==> config.mk <==
export PLATFORM = sky130hd
export DESIGN_NAME = shift_reg_univ_flat
export DESIGN_NICKNAME = d
export VERILOG_FILES = /design/src/rtl/shift_reg_univ_pkg.sv /design/src/rtl/shift_reg_univ_if.sv /design/src/rtl/shift_reg_univ_datapath.sv /design/src/rtl/shift_reg_univ.sv /design/src/flat_wrapper.sv
export SDC_FILE = /design/constraint.sdc
export NUM_CORES = 1
export LEC_CHECK = 0
export BUFFER_PORTS_ARGS = -buffer_cell sky130_fd_sc_hd__buf_4
export CORE_ASPECT_RATIO = 1.2
export CORE_MARGIN = 1
export CORE_UTILIZATION = 51
export DETAILED_ROUTE_END_ITERATION = 8
export PLACE_DENSITY = 0.83
export SYNTH_ARGS = -nofsm -noshare
export SYNTH_HDL_FRONTEND = slang
export SYNTH_SLANG_ARGS = --single-unit
==> constraint.sdc <==
create_clock -name Clk -period 1.8 [get_ports Clk]
set_input_delay 0.36 -clock Clk [delete_from_list [all_inputs] [get_ports Clk]]
set_output_delay 0.36 -clock Clk [all_outputs]
set_load 0.02 [all_outputs]
==> src/rtl/shift_reg_univ_pkg.sv <==
// Shared constants for the universal shift register: operation codes and FSM encoding.
package shift_reg_pkg;

    localparam logic [2:0] MODE_HOLD  = 3'd0;
    localparam logic [2:0] MODE_SHL   = 3'd1;
    localparam logic [2:0] MODE_SHR   = 3'd2;
    localparam logic [2:0] MODE_ROL   = 3'd3;
    localparam logic [2:0] MODE_ROR   = 3'd4;
    localparam logic [2:0] MODE_LOAD  = 3'd5;
    localparam logic [2:0] MODE_CLEAR = 3'd6;

    typedef enum logic [1:0] {
        IDLE = 2'd0,
        RUN  = 2'd1,
        FIN  = 2'd2
    } state_t;

endpackage

==> src/rtl/shift_reg_univ_if.sv <==
// Command, data and status bundle for shift_reg_univ; the controller drives the master side.
interface shift_reg_univ_if #(
    parameter int WIDTH = 8,
    parameter int CNT_W = 4
);
    logic             Start;
    logic [2:0]       Mode;
    logic [CNT_W-1:0] Count;
    logic [WIDTH-1:0] D_par;
    logic             SI_L;
    logic             SI_R;
    logic [WIDTH-1:0] Q;
    logic             SO_L;
    logic             SO_R;
    logic             Busy;
    logic             Done;

    modport master (
        output Start, Mode, Count, D_par, SI_L, SI_R,
        input  Q, SO_L, SO_R, Busy, Done
    );

    modport slave (
        input  Start, Mode, Count, D_par, SI_L, SI_R,
        output Q, SO_L, SO_R, Busy, Done
    );
endinterface

==> src/rtl/shift_reg_univ_datapath.sv <==
// Combinational next-state of the shift register for one application of the latched operation.
module shift_reg_datapath
    import shift_reg_pkg::*;
#(
    parameter int WIDTH = 8
) (
    input  logic [WIDTH-1:0] q,
    input  logic [2:0]       op,
    input  logic             si_l,
    input  logic             si_r,
    input  logic [WIDTH-1:0] d_par,
    output logic [WIDTH-1:0] q_next
);

    always_comb begin
        q_next = q;
        case (op)
            MODE_SHL:   q_next = {q[WIDTH-2:0], si_r};
            MODE_SHR:   q_next = {si_l, q[WIDTH-1:1]};
            MODE_ROL:   q_next = {q[WIDTH-2:0], q[WIDTH-1]};
            MODE_ROR:   q_next = {q[0], q[WIDTH-1:1]};
            MODE_LOAD:  q_next = d_par;
            MODE_CLEAR: q_next = '0;
            // HOLD and the reserved code both leave Q alone
            default:    q_next = q;
        endcase
    end

endmodule

==> src/rtl/shift_reg_univ.sv <==
// Universal shift register: Start/Busy/Done controller that applies the latched op Count times.
module shift_reg_univ
    import shift_reg_pkg::*;
#(
    parameter int WIDTH = 8,
    parameter int CNT_W = 4
) (
    input  logic           Clk,
    input  logic           Rst,
    shift_reg_univ_if.slave bus
);

    state_t           state;
    logic [2:0]       op;
    logic [CNT_W-1:0] remaining;
    logic [WIDTH-1:0] q;
    logic [WIDTH-1:0] q_next;
    logic             busy;
    logic             done;

    shift_reg_datapath #(
        .WIDTH (WIDTH)
    ) u_datapath (
        .q      (q),
        .op     (op),
        .si_l   (bus.SI_L),
        .si_r   (bus.SI_R),
        .d_par  (bus.D_par),
        .q_next (q_next)
    );

    always_ff @(posedge Clk) begin
        if (Rst) begin
            state     <= IDLE;
            op        <= MODE_HOLD;
            remaining <= '0;
            q         <= '0;
            busy      <= 1'b0;
            done      <= 1'b0;
        end else begin
            done <= 1'b0;
            case (state)
                IDLE: begin
                    if (bus.Start) begin
                        op        <= bus.Mode;
                        remaining <= bus.Count;
                        // a zero count skips RUN entirely and still reports completion
                        if (bus.Count != '0) begin
                            state <= RUN;
                            busy  <= 1'b1;
                        end else begin
                            state <= FIN;
                            done  <= 1'b1;
                        end
                    end
                end
                RUN: begin
                    q         <= q_next;
                    remaining <= remaining - CNT_W'(1);
                    if (remaining == CNT_W'(1)) begin
                        state <= FIN;
                        busy  <= 1'b0;
                        done  <= 1'b1;
                    end
                end
                FIN: begin
                    state <= IDLE;
                end
                default: begin
                    state <= IDLE;
                    busy  <= 1'b0;
                end
            endcase
        end
    end

    assign bus.Q    = q;
    assign bus.SO_L = q[WIDTH-1];
    assign bus.SO_R = q[0];
    assign bus.Busy = busy;
    assign bus.Done = done;

endmodule

==> src/flat_wrapper.sv <==
// flat-port wrapper written by rule: the top's interface ports become plain ports
module shift_reg_univ_flat import shift_reg_pkg::*;
#(
    parameter int WIDTH = 8,
    parameter int CNT_W = 4
)
  (Clk, Rst, bus_Start, bus_Mode, bus_Count, bus_D_par, bus_SI_L, bus_SI_R, bus_Q, bus_SO_L, bus_SO_R, bus_Busy, bus_Done);
  shift_reg_univ_if #(.WIDTH(WIDTH), .CNT_W(CNT_W)) bus_i ();
  input  logic Clk;
  input  logic Rst;
  input wire logic [$bits(bus_i.Start)-1:0] bus_Start;
  input wire logic [$bits(bus_i.Mode)-1:0] bus_Mode;
  input wire logic [$bits(bus_i.Count)-1:0] bus_Count;
  input wire logic [$bits(bus_i.D_par)-1:0] bus_D_par;
  input wire logic [$bits(bus_i.SI_L)-1:0] bus_SI_L;
  input wire logic [$bits(bus_i.SI_R)-1:0] bus_SI_R;
  output wire logic [$bits(bus_i.Q)-1:0] bus_Q;
  output wire logic [$bits(bus_i.SO_L)-1:0] bus_SO_L;
  output wire logic [$bits(bus_i.SO_R)-1:0] bus_SO_R;
  output wire logic [$bits(bus_i.Busy)-1:0] bus_Busy;
  output wire logic [$bits(bus_i.Done)-1:0] bus_Done;
  assign bus_i.Start = bus_Start;
  assign bus_i.Mode = bus_Mode;
  assign bus_i.Count = bus_Count;
  assign bus_i.D_par = bus_D_par;
  assign bus_i.SI_L = bus_SI_L;
  assign bus_i.SI_R = bus_SI_R;
  assign bus_Q = bus_i.Q;
  assign bus_SO_L = bus_i.SO_L;
  assign bus_SO_R = bus_i.SO_R;
  assign bus_Busy = bus_i.Busy;
  assign bus_Done = bus_i.Done;
  shift_reg_univ #(.WIDTH(WIDTH), .CNT_W(CNT_W)) u_core (.Clk(Clk), .Rst(Rst), .bus(bus_i));
endmodule
Yosys cells after proc, flatten, opt, wreduce, memory -nomap -nowiden
Index checks and enable logic that the tools add are counted.
Widths: inputs -> output; s select.
{ "classes": {"n_mux": 15, "n_bitwise": 1, "addsub": 1, "reduce_logical": 9, "eq_ne": 12} }
{ "ops": {"columns": ["cell", "n"], "rows": [
  ["$pmux 8 s6", 1],
  ["$eq 3x3->1 const B", 3],
  ["$pmux 4 s2", 1],
  ["$reduce_and 2->1", 4],
  ["$eq 3x2->1 const B", 2],
  ["$mux 1", 6],
  ["$mux 2", 3],
  ["$reduce_bool 6->1", 1],
  ["$eq 4x1->1 const B", 1],
  ["$mux 4", 1],
  ["$ne 2x1->1 const B", 2],
  ["$pmux 2 s2", 1],
  ["$reduce_and 4->1", 1],
  ["$reduce_bool 4->1", 1],
  ["$sub 4x1->4 const B", 1],
  ["$eq 3x1->1 const B", 1],
  ["$pmux 1 s3", 1],
  ["$eq 2x1->1 const B", 1],
  ["$eq 2x2->1 const B", 1],
  ["$logic_not 2->1", 1],
  ["$ne 2x2->1 const B", 1],
  ["$pmux 1 s2", 1],
  ["$reduce_bool 2->1", 1],
  ["$not 1->1", 1]
]} }
{ "totals": {"out_inout_bits": 12, "reg_bits": 19, "inputBits": 20, "elab_cells": 44} }

Logic depth before layout (Yosys ltp)
Gate-level depths: netlist (run 1).
{ "logic_depth": {"ltp_word": 4, "depth_mapped": 7, "mapped_depth_nobuf": 6} }

Modules after synthesis
A second synthesis (run 1) with hierarchy kept.
{ "unflattened": {"hier_cells": 175, "area_unflattened_um2": 1292.5} }
{ "modules_own_cells": {"columns": ["module", "cells_each", "area_each_um2", "instances"], "rows": [
  ["shift_reg_univ", 101, 840.8, 1],
  ["shift_reg_datapath", 74, 451.7, 1]
]} }

Worst setup path after synthesis (run 1)
Ideal clock, no wire load.
{ "synth_timing": {"path_type": "reg-to-reg", "from": "register u_core.op[1]", "to": "register u_core.q[0] (netlist: u_core.bus.Q[0])", "slack_ns": 0.203, "t_arrival_ns": 1.502, "path_buffers": 1, "path_stages_with_launch": 8, "t_required_ns": 1.705, "path_cell_list": "dfxtp_1 > inv_1 > ha_1 > buf_6 > or4b_1 > o31ai_1 > nand4b_1 > o311ai_1"} }
{ "synth_via": {"elab_chain_len": 3, "elab_cells_between_ends": 9} }
{ "synth_rtl": {"columns": ["element", "line", "source"], "rows": [
  ["from (decl)", "shift_reg_univ.sv:14", "logic [2:0] op;"],
  ["from (signal assigned)", "shift_reg_univ.sv:45", "op <= bus.Mode;"],
  ["$eq 3x3->1, or another cell as far along", "shift_reg_univ_datapath.sv:17", "case (op)"],
  ["$reduce_bool 6->1 (no line)", null, null],
  ["$reduce_and 2->1 (no line)", null, null],
  ["to (signal assigned)", "shift_reg_univ.sv:58", "q <= q_next;"],
  ["to (decl)", "shift_reg_univ.sv:16", "logic [WIDTH-1:0] q;"]
]} }
Several ways; a longest one is shown, not always the timed one.
A chain may end at the register's enable or synchronous reset.

Worst setup path in the final report (run 1)
Same ends and word-level chain as after synthesis.

==> results of run 1 <==
[routing by layer]
| metal | global-route usage, % | part of all wire, % |
|---|---|---|
| met1 | 27.1 | 40 |
| met2 | 43.5 | 50 |
| met3 | 2.05 | 8.3 |
| met4 | 9.60 | 1.3 |
| met5 | 0 | 0 |
[sequential cells by signal (all words and copies together) (netlist names)]
register / cells
u_core.state: 2
u_core.remaining: 4
u_core.bus.Busy: 1
u_core.bus.Q: 8
u_core.bus.Done: 1
u_core.op: 3
[worst paths after layout]
path | from | end | slack [ns] | cells after the start
min reg2reg | u_core.bus.Busy | u_core.bus.Busy | 0.51 | 2
max | u_core.op[1] | u_core.bus.Q[0] | 0.09 | 6
max reg2reg | u_core.op[1] | u_core.bus.Q[0] | 0.09 | 6
min | bus_Mode[0] | u_core.op[0] | 0.28 | 3
[cell type report]
| type | count | area [µm²] |
|---|---|---|
| Clock buffer | 3 | 22.5 |
| Fill cell | 179 | 654 |
| Clock inverter | 1 | 5.00 |
| Inverter | 5 | 18.8 |
| Sequential cell | 19 | 380 |
| Tap cell | 30 | 37.5 |
| Timing Repair Buffer | 36 | 270 |
| Multi-Input combinational cell | 101 | 683 |
[where the power goes]
part	switching [W]	leakage, nW	internal (W)
Combinational	0.000173	0.395	0.000149
Clock	0.000136	0.0177	0.0000827
Sequential	0.0000403	0.156	0.000457
Total	0.000349	0.568	0.000688
[critical path: stages, from the launching register on]
cell,delay [ns]
dfxtp_1,0.38
inv_1,0.09
ha_1,0.25
or4b_1,0.53
o31ai_1,0.11
nand4b_1,0.15
o311ai_1,0.11
[synthesized netlist by cell type (2+ instances only)]
library cell  instances  share of area (%)
nor2_1               23                7.7
a32oi_1               4                3.1
nor2b_1               2                1.1
a21oi_1              17                7.5
a221oi_1              2                1.6
nor3_1                7                3.1
buf_4                 2                1.3
o21ai_0               2               0.89
nor3b_1               2                1.3
inv_1                 5                1.7
buf_2                 2               0.89
dfxtp_1              19                 34
clkbuf_1              3                1.0
a211oi_1              6                4.0
ha_1                  6                6.7
nand2_1               3                1.0
o21ai_1               2               0.89
a22oi_1               5                3.3
buf_6                 3                3.0
[kinds of logic after synthesis]
group / Yosys count / share of synthesized area (%)
multiplexers: 2 / 1.89
adder cells (fa/ha/maj): 6 / 6.66
AND/OR/NAND/NOR: 48 / 21.6
AO/OA/AOI/OAI: 44 / 28.2
buffers and inverters: 15 / 7.88
flip-flops: 19 / 33.7
[what timing repair did]
item | 4_1_cts | 5_1_grt
setup buffers | 1 | 1
resized for setup | 0 | 3
gates cloned | 1 | 0
pin swaps | 1 | 1
endpoints found under the setup margin | 1 | 7
[through the flow]
stage | TNS [ns] | instances | worst slack (ns)
4_1_cts | 0 | 194 | 0.0488
3_3_place_gp | 0 | 188 | 0.110
6_report | 0 | 195 | 0.0898
2_1_floorplan | 0 | 134 | 0.203
3_5_place_dp | -0.00397 | 188 | -0.00397
5_1_grt | 0 | 195 | 0.00830
==> run summary, run 1 <==
Outcome: finished clean
Post-synth ARST share: 0%
Hold-fix buffers at CTS: 0
Detailed Place HPWL: 1890 µm
I/O pin total: 32
CP max FO: 4
Synthesized instance count: 134
Clock latency on the worst-skew pair: 0.30 ns
Max_cap viols: 0
Die area: 2400 µm²
Tmin final: 1.71 ns
Initial antenna violation count: 0
Share of layout cells above drive strength 1: 29.1%
Library cells used by synthesis: 38
Pwr dens: 731 nW/µm²
Sequential element share of the synthesized area: 33.7%
EDFF count, synth: 0
GRT Total Usage: 23.5%
CP Data Arrival Time: 1.92 ns
YS warnings: 0
Fin area: 1420 µm²
Syn_nets: 160
Ys flop type: dfxtp_1
Vias in the first global route: 979
DR DRC count: 0
Critical path class: flop to flop
Routability congestion estimate from global placement: 0.902
Worst VDD drop: 0.589 mV
CP required: 2.01 ns
RSZ-0062 raised after global routing: false
Area grow syn2layout: 25.7%
Grt ovf: 0
Slew of the pin with the lowest slew margin: 0.359 ns
Worst Setup End Kind: flop
Layout Nets: 192
Antenna cells: 0
Clock H-tree levels: 1
Buffers on Ports: 31
CTS tree: built
FMAX: 0.585 GHz
Slew Viols, Final: 0
Most frequent cells in the layout: buf_4, nor2_1, dfxtp_1
Clock sink count: 19
Leakage: 0.568 nW
Clock skew: 0.00751 ns
Vias: 1140
Syn_area_per_cell: 8.41 µm²
Hold WC Path Type: primary input to flop
Iteration-0 DRC Markers: 45
WHS: 0.278 ns
Startpoint types: flop
Final setup violation count: 0
Power Total: 0.00104 W
DRT Wirelength: 2680 µm
Fin crit share: 95.0%
# rows: 18
Worst slew margin: 75.9%
Area after DPL: 1350 µm²
Largest net degree at the start of global routing: 22
Initial Util: 54.4%
DIE HEIGHT: 53.5 µm
DR pass1 iterations: 4
CTS Buffer Depth: 2
DR WL/cell: 13.8 µm
Final-report hold violation count: 0
Synth Register Bits: 19
First-pass GRT wire length: 4210 µm
Chip Width: 44.9 µm
Post-layout util: 68.4%
TritonCTS Buffers: 3
Synthesized cell area: 1130 µm²
Routed Antenna Nets: 0
Clock root buffer: clkbuf_4
Most common cell after layout, fill and taps aside: buf_4
Clk pin slew, worst setup/hold paths: 0.12 ns
DR vias/cell: 5.85
Core ar.: 2070 µm²
Note: power is estimated with default switching activity, not from simulation.
==> inputs of run 2 (changes only) <==
CORE_UTILIZATION = 40   (was 51)
PLACE_DENSITY = 0.69   (was 0.83)
RECOVER_POWER = 100   (was default)
==> run 2 against run 1 <==
  * Combinational power shrank 7.8%
  * Final area down 4.1%
  * Sequential share of layout area increased by 1.2 points
  * Clock power about the same
  * Die area rose by 26%
  * Hold slack gained 0.010 ns
  * Register-to-register slack improved by 0.04 ns
  * Via count fell by 2.9%
  * Power down 2.0%
  * Core utilization is 16 points lower
  * Non-clock buffer count increased by 1
  * Critical path type unchanged
  * Largest power group unchanged
  * Highest routed layer unchanged
==> run summary, run 2 (synthesis results as in run 1) <==
Area grow syn2layout: 20.6%
Grt met1 use: 20.4%
GR Layer Usage met3: 3.82%
Detailed Place HPWL: 2010 µm
DR WL/cell: 13.8 µm
Max reg flops: 8
Most common cell after layout, fill and taps aside: buf_4
Pwr dens: 747 nW/µm²
DR vias/cell: 5.59
TritonCTS Buffers: 3
Routed Antenna Nets: 0
Die area: 3040 µm²
Worst slew margin: 70.1%
DIE HEIGHT: 60.2 µm
Worst VDD drop: 0.438 mV
DRT Wirelength: 2730 µm
Antenna cells: 0
Core ar.: 2600 µm²
CTS Buffer Depth: 2
CP required: 1.98 ns
Outcome: finished clean
Clock latency on the worst-skew pair: 0.30 ns
Worst R2R Start: u_core.op[0]
Largest net degree at the start of global routing: 22
Clock H-tree levels: 1
Hold WC Path Type: primary input to flop
Combinational share of power: 29.2%
Most frequent cells in the layout: buf_4, nor2_1, dfxtp_1
Worst Setup SP: u_core.op[0]
Iteration-0 DRC Markers: 22
DR pass1 iterations: 4
Top Usage Layer GRT: met2
RSZ-0062 raised after global routing: false
Layout Nets: 192
Grt ovf: 0
Internal power: 0.000670 W
Hold-fix buffers at CTS: 0
First-pass GRT wire length: 4260 µm
Clock share of power: 21.7%
Worst Setup End Kind: flop
I/O pin total: 32
Critical path class: flop to flop
Share of layout cells above drive strength 1: 22.4%
Slew of the pin with the lowest slew margin: 0.449 ns
P_sw: 0.000346 W
CP max FO: 5
Final-report hold violation count: 0
Vias in the first global route: 985
Buffers on Ports: 31
Share of power burned in registers: 49.1%
# rows: 20
FILL cells: 267
Switching share of total power: 34.1%
Clock sink count: 19
CP Data Arrival Time: 1.85 ns
Hold path start: bus_Mode[0]
FMAX: 0.598 GHz
DR DRC count: 0
Tmin final: 1.67 ns
GRT Total Usage: 18.7%
Area after DPL: 1370 µm²
Max_cap viols: 0
Slew Viols, Final: 0
Initial Util: 43.3%
Fin crit share: 92.9%
Clk pin slew, worst setup/hold paths: 0.11 ns
Initial antenna violation count: 0
Clock root buffer: clkbuf_4
Leakage: 0.516 nW
Chip Width: 50.5 µm
Fin area: 1360 µm²
Clock skew: 0.00643 ns
Vias: 1107
Met2 Use GR: 34.5%
Routability congestion estimate from global placement: 0.853
Startpoint types: flop
Final setup violation count: 0
CTS tree: built
TNS Setup: 0 ns
[run 2: cell count changes in the layout (fill, tap and decap cells not counted), sizes merged]
cell / before / now
o31a: 2 / 1
clkbuf: 3 / 16
buf: 36 / 24
[run 2: path summary, 6_finish.rpt]
path / end / slack [ns] / cells past startpoint
worst max register to register: u_core.bus.Q[0] / 0.13 / 7
worst min-delay path: u_core.op[0] / 0.29 / 3
worst min register to register: u_core.remaining[2] / 0.52 / 2
worst max-delay path: u_core.bus.Q[0] / 0.13 / 7
[run 2: layer usage]
layer,vias up,part of all wire (%)
met4,0,0.62
met1,516,43
li1,558,-
met2,31,52
met3,2,4.4
met5,-,0
[run 2: final cells by class]
| cell class | instances | area (µm²) | area share [%] |
|---|---|---|---|
| Tap cell | 33 | 41.3 | 3.04 |
| Sequential cell | 19 | 382 | 28.1 |
| Multi-Input combinational cell | 100 | 662 | 48.7 |
| Clock buffer | 3 | 22.5 | 1.66 |
| Timing Repair Buffer | 37 | 229 | 16.8 |
| Clock inverter | 1 | 5.00 | 0.368 |
| Inverter | 5 | 18.8 | 1.38 |
[run 2: metrics by stage]
step                      worst slack (ns)  util [%]  hold WS (ns)  total power, W  std cells
after floorplan                      0.203         -         0.458        0.000709        134
after global placement               0.151      52.6         0.477        0.000808        193
after detailed placement            0.0816      52.6         0.494        0.000817        193
after CTS                           0.0607      53.7         0.285         0.00104        197
after global routing                0.0177      52.3         0.292         0.00108        198
final                                0.127      52.3         0.288         0.00102        198
[run 2: worst max-delay path, stage by stage, from the launching register on]
cell	delay, ns
dfxtp_1	0.38
inv_1	0.09
ha_1	0.25
buf_4	0.17
mux2_2	0.30
and2_1	0.17
o21ai_1	0.11
o311ai_1	0.09
[run 2: repair_timing]
action | 4_1_cts | 5_1_grt
endpoints found under the setup margin | 0 | 6
setup buffers | 0 | 1
gates resized for setup | 0 | 3
[run 2: power groups by stage]
stage	Clock (W)	Sequential [W]	Combinational (W)
after global placement	0	0.000504	0.000303
final	0.000221	0.000499	0.000297
after floorplan	0	0.000514	0.000195
after detailed placement	0	0.000507	0.000310
after CTS	0.000228	0.000497	0.000311
after global routing	0.000243	0.000504	0.000328
==> inputs of run 3 (changes only) <==
CORE_MARGIN = 2   (was 1)
==> run 3 against run 2 <==
  * Die area rose by 7.4%
  * Count of clock-buffer cells in the layout did not move
  * Routed wire length rose by 3.1%
  * Final cell count rose by 2.0%
  * Clock power fell by 3%
  * Register-to-register slack barely moved
  * Final area rose by 1.6%
  * First-iteration DRC count rose by 27%
  * Sequential power barely moved
  * Clock skew fell by 0.0055 ns
  * Critical path depth did not move
  * Critical path type unchanged
  * Largest cell class unchanged
==> run summary, run 3 (synthesis results as in run 1) <==
Outcome: finished clean
Clock sink count: 19
DR vias/cell: 5.58
GRT Total Usage: 18.3%
TNS Setup: 0 ns
Fin crit share: 92.3%
Slowest CP cell: dfxtp_1
Crit-path cells: inv_1 -> ha_2 -> and2_4 -> o31ai_4 -> clkbuf_2 -> a21oi_1 -> a211oi_1
Buffers on Ports: 31
FILL cells: 307
Critical path class: flop to flop
Startpoint types: flop
Max reg flops: 8
TritonCTS Buffers: 3
FMAX: 0.602 GHz
Slew of the pin with the lowest slew margin: 0.433 ns
CP bufs+invs: 2
Most frequent cells in the layout: nor2_1, buf_4, dfxtp_1
Initial Util: 41.3%
Layout Nets: 195
Share of layout cells above drive strength 1: 22.6%
# rows: 21
Routed Antenna Nets: 0
Share of power burned in registers: 48.8%
Grt met1 use: 20.2%
R2R setup slack: 0.14 ns
Vias in the first global route: 1113
Worst VDD drop: 0.442 mV
DRT Wirelength: 2810 µm
Layout Cells excl Fill: 202
Final setup violation count: 0
Largest net degree at the start of global routing: 22
Tmin final: 1.66 ns
RSZ-0062 raised after global routing: false
Clock H-tree levels: 1
GR Layer Usage met3: 2.64%
Crit path to: u_core.bus.Q[4]
Clock share of power: 21.0%
Hold-fix buffers at CTS: 0
Worst R2R Start: u_core.op[0]
DIE HEIGHT: 62.2 µm
Grt ovf: 0
Stages on the worst setup path: 7
CP required: 2.01 ns
Leakage: 0.521 nW
CTS Buffer Depth: 2
Chip Width: 52.5 µm
Worst Setup SP: u_core.op[0]
Hold WC Path Type: primary input to flop
Routability congestion estimate from global placement: 0.810
Crit path largest cell delay: 0.38 ns
First-pass GRT wire length: 4690 µm
CTS tree: built
Core ar.: 2730 µm²
P_sw: 0.000342 W
Iteration-0 DRC Markers: 28
Top Usage Layer GRT: met2
Die area: 3260 µm²
DR DRC count: 0
DP Cell Count: 195
Clock skew: 0.000906 ns
Final-report hold violation count: 0
Worst Setup End Kind: flop
Crit path max-delay family: compound AO/OA/AOI/OAI gates
Area grow syn2layout: 22.5%
Worst slew margin: 71.2%
Clk pin slew, worst setup/hold paths: 0.11 ns
CP Data Arrival Time: 1.87 ns
Combinational share of power: 30.2%
Clock root buffer: clkbuf_4
Clock latency on the worst-skew pair: 0.29 ns
Internal power: 0.000674 W
Pwr dens: 736 nW/µm²
Met2 Use GR: 34.5%
Vias: 1128
I/O pin total: 32
Initial antenna violation count: 0
DR WL/cell: 13.9 µm
Switching share of total power: 33.7%
Detailed Place HPWL: 2120 µm
Slew Viols, Final: 0
FF-to-FF End: u_core.bus.Q[4]
R2r worst-path depth: 7
Antenna cells: 0
Max_cap viols: 0
CP max FO: 8
DR pass1 iterations: 4
==> run 3: cell type report <==
type | count | area [µm²] | share of cell area (%)
Multi-Input combinational cell | 101 | 674 | 48.8
Sequential cell | 19 | 380 | 27.5
Timing Repair Buffer | 39 | 238 | 17.2
Tap cell | 34 | 42.5 | 3.08
Clock buffer | 3 | 22.5 | 1.63
Inverter | 5 | 18.8 | 1.36
Clock inverter | 1 | 5.00 | 0.362
==> run 3: worst register-to-register path, delay by kind of cell (launching register included) <==
family | cells | cell delay [ns]
AOI/OAI and AO/OA | 3 | 0.46
DFF | 1 | 0.38
adders and majority gates | 1 | 0.25
buffers and inverters | 2 | 0.30
and+or+nand+nor | 1 | 0.20
==> run 3: timing repair <==
item,CTS,global route
resized for setup,0,3
buffers inserted,1,1
pin swaps,1,1
gates cloned,0,1
setup endpoints to repair,1,8
==> run 3: worst min-delay path by stage <==
stage / start / end / depth (start not counted)
2_1_floorplan: u_core.remaining[2] / u_core.remaining[2] / 2
3_3_place_gp: u_core.remaining[2] / u_core.remaining[2] / 2
3_5_place_dp: u_core.bus.Busy / u_core.bus.Busy / 2
4_1_cts: bus_Mode[2] / u_core.op[2] / 3
5_1_grt: bus_Mode[1] / u_core.op[1] / 3
6_report: bus_Mode[1] / u_core.op[1] / 3
==> run 3: through the flow <==
stage	util, %	setup slack, ns	area, µm²	hold slack [ns]	power [W]
after detailed placement	50.4	-0.0134	1380	0.489	0.000820
final	50.5	0.139	1380	0.297	0.00102
after global placement	50.4	0.108	1380	0.480	0.000810
after CTS	51.7	0.000711	1410	0.285	0.00104
after global routing	50.5	0.0165	1380	0.305	0.00109
after floorplan	-	0.203	1130	0.458	0.000709
==> run 3: power by group through the flow <==
stage | Sequential [W] | Combinational [W] | Clock (W)
2_1_floorplan | 0.000514 | 0.000195 | 0
3_3_place_gp | 0.000503 | 0.000307 | 0
3_5_place_dp | 0.000506 | 0.000314 | 0
4_1_cts | 0.000496 | 0.000318 | 0.000229
5_1_grt | 0.000501 | 0.000342 | 0.000244
6_report | 0.000496 | 0.000307 | 0.000214
==> run 3: metal layers <==
layer,part of all wire (%),wire length [µm],vias to the layer above
li1,-,-,564
met1,41,1140,531
met4,0.36,10,0
met3,5.4,151,2
met5,0,0,-
met2,54,1510,31
